### src/rtl/game_pkg.sv
// Shared encodings for the game controller: state codes, direction codes,
// default layer count and the control-priority helper.
package game_pkg;

    localparam int NUM_LAYERS_DEF = 3;

    typedef logic [2:0] state_t;

    localparam state_t ST_INIT       = 3'd0;
    localparam state_t ST_IDLE       = 3'd1;
    localparam state_t ST_ATTACK     = 3'd2;
    localparam state_t ST_MOVE       = 3'd3;
    localparam state_t ST_DRAW_START = 3'd4;
    localparam state_t ST_DRAW_WAIT  = 3'd5;
    localparam state_t ST_FRAME_DONE = 3'd6;

    localparam logic [1:0] DIR_UP    = 2'd0;
    localparam logic [1:0] DIR_DOWN  = 2'd1;
    localparam logic [1:0] DIR_LEFT  = 2'd2;
    localparam logic [1:0] DIR_RIGHT = 2'd3;

    // Opposing presses resolve up over down and left over right.
    function automatic logic [1:0] pick_dir(input logic up, input logic down,
                                            input logic left, input logic right);
        logic [1:0] d;
        d = DIR_RIGHT;
        if (up)
            d = DIR_UP;
        else if (down)
            d = DIR_DOWN;
        else if (left)
            d = DIR_LEFT;
        else if (right)
            d = DIR_RIGHT;
        return d;
    endfunction

endpackage

### src/rtl/game_timer.sv
// Loadable down-counter with zero flag; stops at zero until reloaded.
module game_timer #(
    parameter int W = 16
) (
    input  logic         clock,
    input  logic         reset,
    input  logic         load,
    input  logic [W-1:0] load_val,
    output logic         zero
);

    logic [W-1:0] count;

    always_ff @(posedge clock or posedge reset) begin
        if (reset)
            count <= '0;
        else if (load)
            count <= load_val;
        else if (count != '0)
            count <= count - 1'b1;
    end

    assign zero = (count == '0);

endmodule

### src/rtl/game_fsm.sv
// Game frame controller: input sampling on frame_tick, move/attack, layered draw.
// Optional per-layer draw watchdog enabled by GAME_FSM_DRAW_TIMEOUT_EN.
module game_fsm
    import game_pkg::*;
#(
    parameter int NUM_LAYERS    = NUM_LAYERS_DEF,
    parameter int ATTACK_CYCLES = 16,
    parameter int DRAW_TIMEOUT  = 65536,
    parameter int LW            = (NUM_LAYERS > 1) ? $clog2(NUM_LAYERS) : 1
) (
    input  logic          clock,
    input  logic          reset,
    input  logic          frame_tick,
    input  logic          c_up,
    input  logic          c_down,
    input  logic          c_left,
    input  logic          c_right,
    input  logic          c_attack,
    input  logic          draw_done,
    output logic          init,
    output logic          idle,
    output logic          attack,
    output logic          move,
    output logic [1:0]    dir,
    output logic [1:0]    facing,
    output logic          draw_start,
    output logic          draw_busy,
    output logic          frame_done,
    output logic          frame_overrun,
    output logic [LW-1:0] layer,
    output logic          draw_timeout_err
);

    // state       | meaning
    // INIT        | one cycle after reset
    // IDLE        | waiting for frame_tick
    // ATTACK      | attack held for ATTACK_CYCLES cycles
    // MOVE        | one-cycle move strobe, facing updated at end
    // DRAW_START  | draw_start pulse for current layer
    // DRAW_WAIT   | waiting for draw_done (or watchdog)
    // FRAME_DONE  | frame_done pulse, layer back to 0

    localparam int TMAX = (ATTACK_CYCLES > DRAW_TIMEOUT) ? ATTACK_CYCLES : DRAW_TIMEOUT;
    localparam int TW   = (TMAX > 1) ? $clog2(TMAX) : 1;
    localparam logic [LW-1:0] LAST_LAYER = LW'(NUM_LAYERS - 1);

    state_t         state;
    logic           t_load;
    logic [TW-1:0]  t_val;
    logic           t_zero;
    logic           draw_adv;
    logic           any_dir;

    assign any_dir = c_up | c_down | c_left | c_right;

    // One timer serves both attack length and the draw watchdog; they never overlap.
    always_comb begin
        t_load = 1'b0;
        t_val  = TW'(ATTACK_CYCLES - 1);
        if (state == ST_IDLE && frame_tick && c_attack)
            t_load = 1'b1;
`ifdef GAME_FSM_DRAW_TIMEOUT_EN
        if (state == ST_DRAW_START) begin
            t_load = 1'b1;
            t_val  = TW'(DRAW_TIMEOUT - 1);
        end
`endif
    end

    game_timer #(.W(TW)) u_timer (
        .clock    (clock),
        .reset    (reset),
        .load     (t_load),
        .load_val (t_val),
        .zero     (t_zero)
    );

`ifdef GAME_FSM_DRAW_TIMEOUT_EN
    logic wd_fire;
    logic err_q;

    assign wd_fire  = (state == ST_DRAW_WAIT) && !draw_done && t_zero;
    assign draw_adv = draw_done | wd_fire;

    always_ff @(posedge clock or posedge reset) begin
        if (reset)
            err_q <= 1'b0;
        else if (wd_fire)
            err_q <= 1'b1;
    end

    assign draw_timeout_err = err_q;
`else
    assign draw_adv         = draw_done;
    assign draw_timeout_err = 1'b0;
`endif

    always_ff @(posedge clock or posedge reset) begin
        if (reset) begin
            state         <= ST_INIT;
            layer         <= '0;
            dir           <= DIR_UP;
            facing        <= DIR_DOWN;
            frame_overrun <= 1'b0;
        end else begin
            // Ticks arriving outside IDLE are dropped, only flagged.
            frame_overrun <= frame_tick && (state != ST_IDLE);
            case (state)
                ST_INIT: begin
                    layer <= '0;
                    state <= ST_DRAW_START;
                end
                ST_IDLE: begin
                    if (frame_tick) begin
                        if (c_attack) begin
                            state <= ST_ATTACK;
                        end else if (any_dir) begin
                            dir   <= pick_dir(c_up, c_down, c_left, c_right);
                            state <= ST_MOVE;
                        end else begin
                            state <= ST_DRAW_START;
                        end
                    end
                end
                ST_MOVE: begin
                    facing <= dir;
                    state  <= ST_DRAW_START;
                end
                ST_ATTACK: begin
                    if (t_zero)
                        state <= ST_DRAW_START;
                end
                ST_DRAW_START: begin
                    state <= ST_DRAW_WAIT;
                end
                ST_DRAW_WAIT: begin
                    if (draw_adv) begin
                        if (layer < LAST_LAYER) begin
                            layer <= layer + 1'b1;
                            state <= ST_DRAW_START;
                        end else begin
                            state <= ST_FRAME_DONE;
                        end
                    end
                end
                ST_FRAME_DONE: begin
                    layer <= '0;
                    state <= ST_IDLE;
                end
                default: begin
                    layer <= '0;
                    state <= ST_INIT;
                end
            endcase
        end
    end

    assign init       = (state == ST_INIT);
    assign idle       = (state == ST_IDLE);
    assign attack     = (state == ST_ATTACK);
    assign move       = (state == ST_MOVE);
    assign draw_start = (state == ST_DRAW_START);
    assign draw_busy  = (state == ST_DRAW_START) || (state == ST_DRAW_WAIT);
    assign frame_done = (state == ST_FRAME_DONE);

endmodule

### config.mk
export PLATFORM = sky130hd
export DESIGN_NAME = game_fsm
export DESIGN_NICKNAME = d
export VERILOG_FILES = /design/src/rtl/game_pkg.sv /design/src/rtl/game_timer.sv /design/src/rtl/game_fsm.sv
export SDC_FILE = /design/constraint.sdc
export NUM_CORES = 1
export LEC_CHECK = 0
export BUFFER_PORTS_ARGS = -buffer_cell sky130_fd_sc_hd__buf_2
export CAP_MARGIN = 0
export CORE_MARGIN = 2
export CORE_UTILIZATION = 30
export CTS_BUF_LIST = sky130_fd_sc_hd__clkbuf_8
export DETAILED_ROUTE_END_ITERATION = 10
export PLACE_DENSITY = 0.53
export SLEW_MARGIN = 20
export SYNTH_ARGS = -nofsm -noshare
export SYNTH_HDL_FRONTEND = slang
export SYNTH_SLANG_ARGS = --single-unit
### constraint.sdc
create_clock -name clock -period 2 [get_ports clock]
set_input_delay 0.4 -clock clock [delete_from_list [all_inputs] [get_ports clock]]
set_output_delay 0.4 -clock clock [all_outputs]
set_load 0.005 [all_outputs]
* After elaboration in Yosys (flattened, before gate mapping)
Cells that the tools add are included.
** Operators by class
- Reduce and logical (&&, ||, !) cells :: 13
- Muxes and demuxes :: 16
- Equal/unequal tests :: 11
- $lt $le $gt $ge :: 1
- Bitwise gates (word level) :: 5
- $add $sub $neg :: 2
** Operators by type and width (number)
- 2-to-1 mux 16 bit :: 2
- case mux 3 bit (6 select lines) :: 1
- zero test 16 bit :: 1
- nonzero test 16 bit :: 1
- subtractor 16 x 1 -> 16 bit, second input constant :: 1
- 2-to-1 mux 3 bit :: 5
- 2-to-1 mux 2 bit :: 5
- == test 3 bit, second input constant :: 3
- == test 3 x 2 -> 1 bit, second input constant :: 2
- != test 2 bit, second input constant :: 3
- AND reduction 3 bit :: 2
- case mux 2 bit (2 select lines) :: 1
- AND reduction 4 bit :: 1
- OR reduction 4 bit :: 1
- == test 3 x 1 -> 1 bit, second input constant :: 1
- logical AND 1 bit :: 3
- zero test 3 bit :: 1
- != test 3 x 1 -> 1 bit, second input constant :: 1
- bitwise OR 1 bit :: 3
- adder 2 x 1 -> 2 bit, second input constant :: 1
- < comparator 2 bit, second input constant :: 1
- 2-to-1 mux 1 bit :: 2
- != test 2 x 1 -> 1 bit, second input constant :: 1
- NOT 1 bit :: 2
- other kinds (3) :: 3
** Storage, ports and cells
- Input bits :: 9
- Output and inout bits :: 15
- Word-level logic and storage cells :: 54
- Register bits after elaboration :: 26

* Longest topological paths before layout
- Word-level depth :: 7
- Mapped depth :: 6

* Hierarchy
From an unflattened synthesis, not the netlist that was laid out.
** Unflattened totals
- Cell total of the unflattened synthesis :: 161
- Area, all modules :: 1575.3 µm²
** By module, submodules not included
- game_timer :: area an instance 993.5 µm², times used 1, sequential area each 400.4 µm², cells each 102
- game_fsm :: area an instance 581.8 µm², times used 1, sequential area each 251.5 µm², cells each 59

* Least setup slack after synthesis
OpenSTA, ideal clock, no wires.
- Path type :: register to register
- Start :: reg u_timer.count[0]
- End :: reg u_timer.count[12]
- Setup slack :: 221 ps
- Data arrival time :: 1701 ps
- Cell stages (with the launch flop) :: 7
- Required time :: 1922 ps
- Setup time :: 78 ps
- Cell sequence :: dfrtp_1 inv_1 ha_1 nor4b_4 nand3_1 or4b_1 a21oi_1
** Between the ends
- Cells in the longest elaborated chain, start to end :: 3
** Ends and longest elaborated chain
- start: declaration :: line game_timer.sv:12 : logic [W-1:0] count;
- start signal: assignment :: line game_timer.sv:18 : count <= load_val;
- start signal: assignment :: line game_timer.sv:20 : count <= count - 1'b1;
- subtractor 16 x 1 -> 16 bit :: line game_timer.sv:20
- 2-to-1 mux 16 bit :: line game_timer.sv:19 : else if (count != '0)
- 2-to-1 mux 16 bit :: line game_timer.sv:17 : else if (load)
Parallel ways exist; a longest one is shown, timed or not. The select of a mux whose other input is x is not followed.
A chain may end at the register's enable or synchronous reset.

* Final worst setup path
Ends and elaborated chain as after synthesis.

==> impl_metrics.env <==
export IMPL_leakage_nw=0.789
export IMPL_combPwrFrac_pct=44.8
export IMPL_finalMaxSlewViolations=0
export IMPL_synth_top_cell_by_area="dfrtp_1"
export IMPL_insertedDiodeCount=0
export IMPL_clk_latency_ns=0.27
export IMPL_seqCellArea_sq_um=652
export IMPL_vdd_ir_drop_worst_mv=0.562
export IMPL_postCtsSetupRepairBufs=0
export IMPL_avgSynthCellArea_sq_um=9.44
export IMPL_finalHoldViolations=0
export IMPL_die_area_sq_mm=0.00549
export IMPL_final_setup_tns_ns=0
export IMPL_rrSetupSlack_ns=0.20
export IMPL_grt_max_degree=27
export IMPL_boundaryPins=24
export IMPL_ys_flop_type="dfrtp_1"
export IMPL_vias=1258
export IMPL_status="completed"
export IMPL_gp_congestion=0.781
export IMPL_final_util_pct=37.2
export IMPL_grt_pass1_vias=1221
export IMPL_htree_levels=1
export IMPL_cap_violations=0
export IMPL_cp_arrival_ns=2.00
export IMPL_cts_tree="done"
export IMPL_powerDensity_mw_per_mm2=1430
export IMPL_fin_skew_ns=0.00317
export IMPL_wl_per_cell_um=12.9
export IMPL_cts_root_buffer="clkbuf_8"
export IMPL_cts_sinks=26
export IMPL_cp_max_fo=6
export IMPL_hpwl_mm=2.41
export IMPL_layout_commonest_cell="dfrtp_1"
export IMPL_synth_distinct_cells=49
export IMPL_dp_cells=247
export IMPL_yosysWarnings=0
export IMPL_core_area_sq_mm=0.00472
export IMPL_ys_async_sr_fraction_pct=100
export IMPL_nets=195
export IMPL_synth_fp_nets=166
export IMPL_area_growth_pct=19.3
export IMPL_hp_class="input port to asynchronous set/reset pin"
export IMPL_worstSetupPathType="flop to flop"
export IMPL_layout_drive_gt1_share_pct=26.1
export IMPL_pwr_share_clk_pct=13.5
export IMPL_portBuffers=22
export IMPL_ys_seq_area_share_pct=44.3
export IMPL_synth_top_area_share_pct=42.5
export IMPL_groute_usage_overall_pct=12.9
export IMPL_syn_inst=156
export IMPL_multiInputGateArea_sq_um=777
export IMPL_start_util_pct=31.2
export IMPL_clockBufferDepth=2
export IMPL_ys_seq_elements=26
export IMPL_drtAntennaViolNets=0
export IMPL_max_freq_ghz=0.554
export IMPL_antenna_found_initial=0
export IMPL_setup_viol=0
export IMPL_final_cell_mix="dfrtp_1, buf_2, nor2_1"
export IMPL_layoutNonFillerInstCount=251
export IMPL_fin_crit_ns=1.80
export IMPL_grt_pass1_wl_mm=5.52
export IMPL_syn_area_sq_mm=0.00147
export IMPL_synth_area_leaders="dfrtp_1, o21ai_0, a21oi_1, nor2_1, mux2_2"
export IMPL_cts_reportedPaths_clkPinSlew_ns=0.09
export IMPL_totalWireLength_mm=3.24
export IMPL_rows=25
export IMPL_fillers=494
export IMPL_rsz0062_at_grt="false"
export IMPL_grt_overflow_total=0
export IMPL_worst_setup_path_start_kind="flop"
export IMPL_numCtsBuffers=3
export IMPL_viasPerCell=5.01
export IMPL_finalPower_mw=2.52
export IMPL_die_y_um=74.1
export IMPL_drc=0
export IMPL_fin_crit_sh_pct=90.2
export IMPL_cp_end_kind="flop"
export IMPL_internal_power_mw=1.50
export IMPL_swShare_pct=40.5
export IMPL_p_seq_share_pct=41.7
export IMPL_die_x_um=74.1
export IMPL_drtIter0Drc=48
export IMPL_drtPass1Iterations=4
export IMPL_p_sw_mw=1.02
export IMPL_worstPathRequired_ns=2.20
export IMPL_synth_edf_count=0
[critical path, cell delays in order, from the launching register on]
cell	delay [ns]
dfrtp_1	0.43
inv_1	0.07
ha_1	0.16
nor4b_4	0.28
nand3_2	0.16
or4b_1	0.49
a21oi_1	0.15
[power groups by stage]
| stage | clock (mW) | sequential, mW | combinational [mW] |
|---|---|---|---|
| finish | 0.340 | 1.05 | 1.13 |
| global route | 0.371 | 1.09 | 1.29 |
| CTS | 0.358 | 1.05 | 1.13 |
| detailed placement | 0 | 1.06 | 1.13 |
| global placement | 0 | 1.04 | 1.10 |
| floorplan | 0 | 1.01 | 0.816 |
[cell families (layout without fill, tap and decap cells)]
group,after synthesis,after routing,synth area share (%)
other,1,1,0.255
muxes,6,6,4.42
adders and majority gates,1,1,0.849
xor gates and xnor gates,1,1,0.595
AOI/OAI and AO/OA,39,39,16.3
buffers and inverters,12,40,3.31
and+or+nand+nor,70,70,30.0
DFF,26,26,44.3
[stage by stage]
step | hold WS (ns) | setup slack [ns] | cell area [sq um]
after floorplan | 0.439 | 0.221 | 1470
after detailed placement | 0.477 | 0.175 | 1700
final | 0.166 | 0.196 | 1760
after CTS | 0.174 | 0.143 | 1750
after global placement | 0.473 | 0.232 | 1700
after global routing | 0.198 | 0.0397 | 1760
[path summary, 6_finish.rpt]
kind / start / end / depth (start not counted)
hold / removal: reset / u_timer.count[8]$_DFFE_PP0P_ / 3
setup reg to reg: u_timer.count[0]$_DFFE_PP0P_ / u_timer.count[12]$_DFFE_PP0P_ / 6
setup / recovery: u_timer.count[0]$_DFFE_PP0P_ / u_timer.count[12]$_DFFE_PP0P_ / 6
max in group asynchronous: reset / facing[0]$_DFFE_PP1P_ / 3
min in group clock: frame_tick / frame_overrun$_DFF_PP0_ / 2
hold reg to reg: facing[1]$_DFFE_PP0P_ / facing[1]$_DFFE_PP0P_ / 1
[flip-flops by register name, summed over array words and instances, names as in the netlist]
register and count:
u_timer.count 16, frame_overrun 1, layer 2, state 3, dir 2, facing 2
[cell usage after synthesis (2+ instances only)]
cell / number
or4_1: 5
o21ai_0: 12
o21ai_1: 2
nand3_1: 2
and3_1: 3
mux2_2: 4
nor2b_1: 3
inv_1: 7
o41ai_1: 2
a2bb2oi_1: 2
o31ai_1: 2
or3_1: 2
mux2i_1: 2
nor4_1: 3
nand2_1: 11
nor3_1: 3
a21oi_1: 11
and2_1: 3
nand2b_1: 4
nor3b_1: 2
clkbuf_1: 4
dfrtp_1: 25
nor2_1: 14
nor3_2: 3
[timing repair]
item / 4_1_cts / 5_1_grt
endpoints found under the setup margin: 0 / 1
hold buffers: 0 / 0
resized for setup: 0 / 1
[area by class of cell]
type,instances,area share [%]
Clock buffer,4,3.13
Inverter,7,1.50
Tap cell,67,4.77
Multi-Input combinational cell,118,44.2
Sequential cell,26,37.1
Timing Repair Buffer,29,9.26
[routing by layer]
| layer | vias to the layer above | wire length (um) | GRT usage [%] |
|---|---|---|---|
| li1 | 634 | - | - |
| met1 | 598 | 1560 | 16.6 |
| met2 | 22 | 1510 | 21.2 |
| met3 | 4 | 118 | 2.57 |
| met4 | 0 | 51 | 5.45 |
| met5 | - | 0 | 0 |
Power figures use the tool's default switching activity.
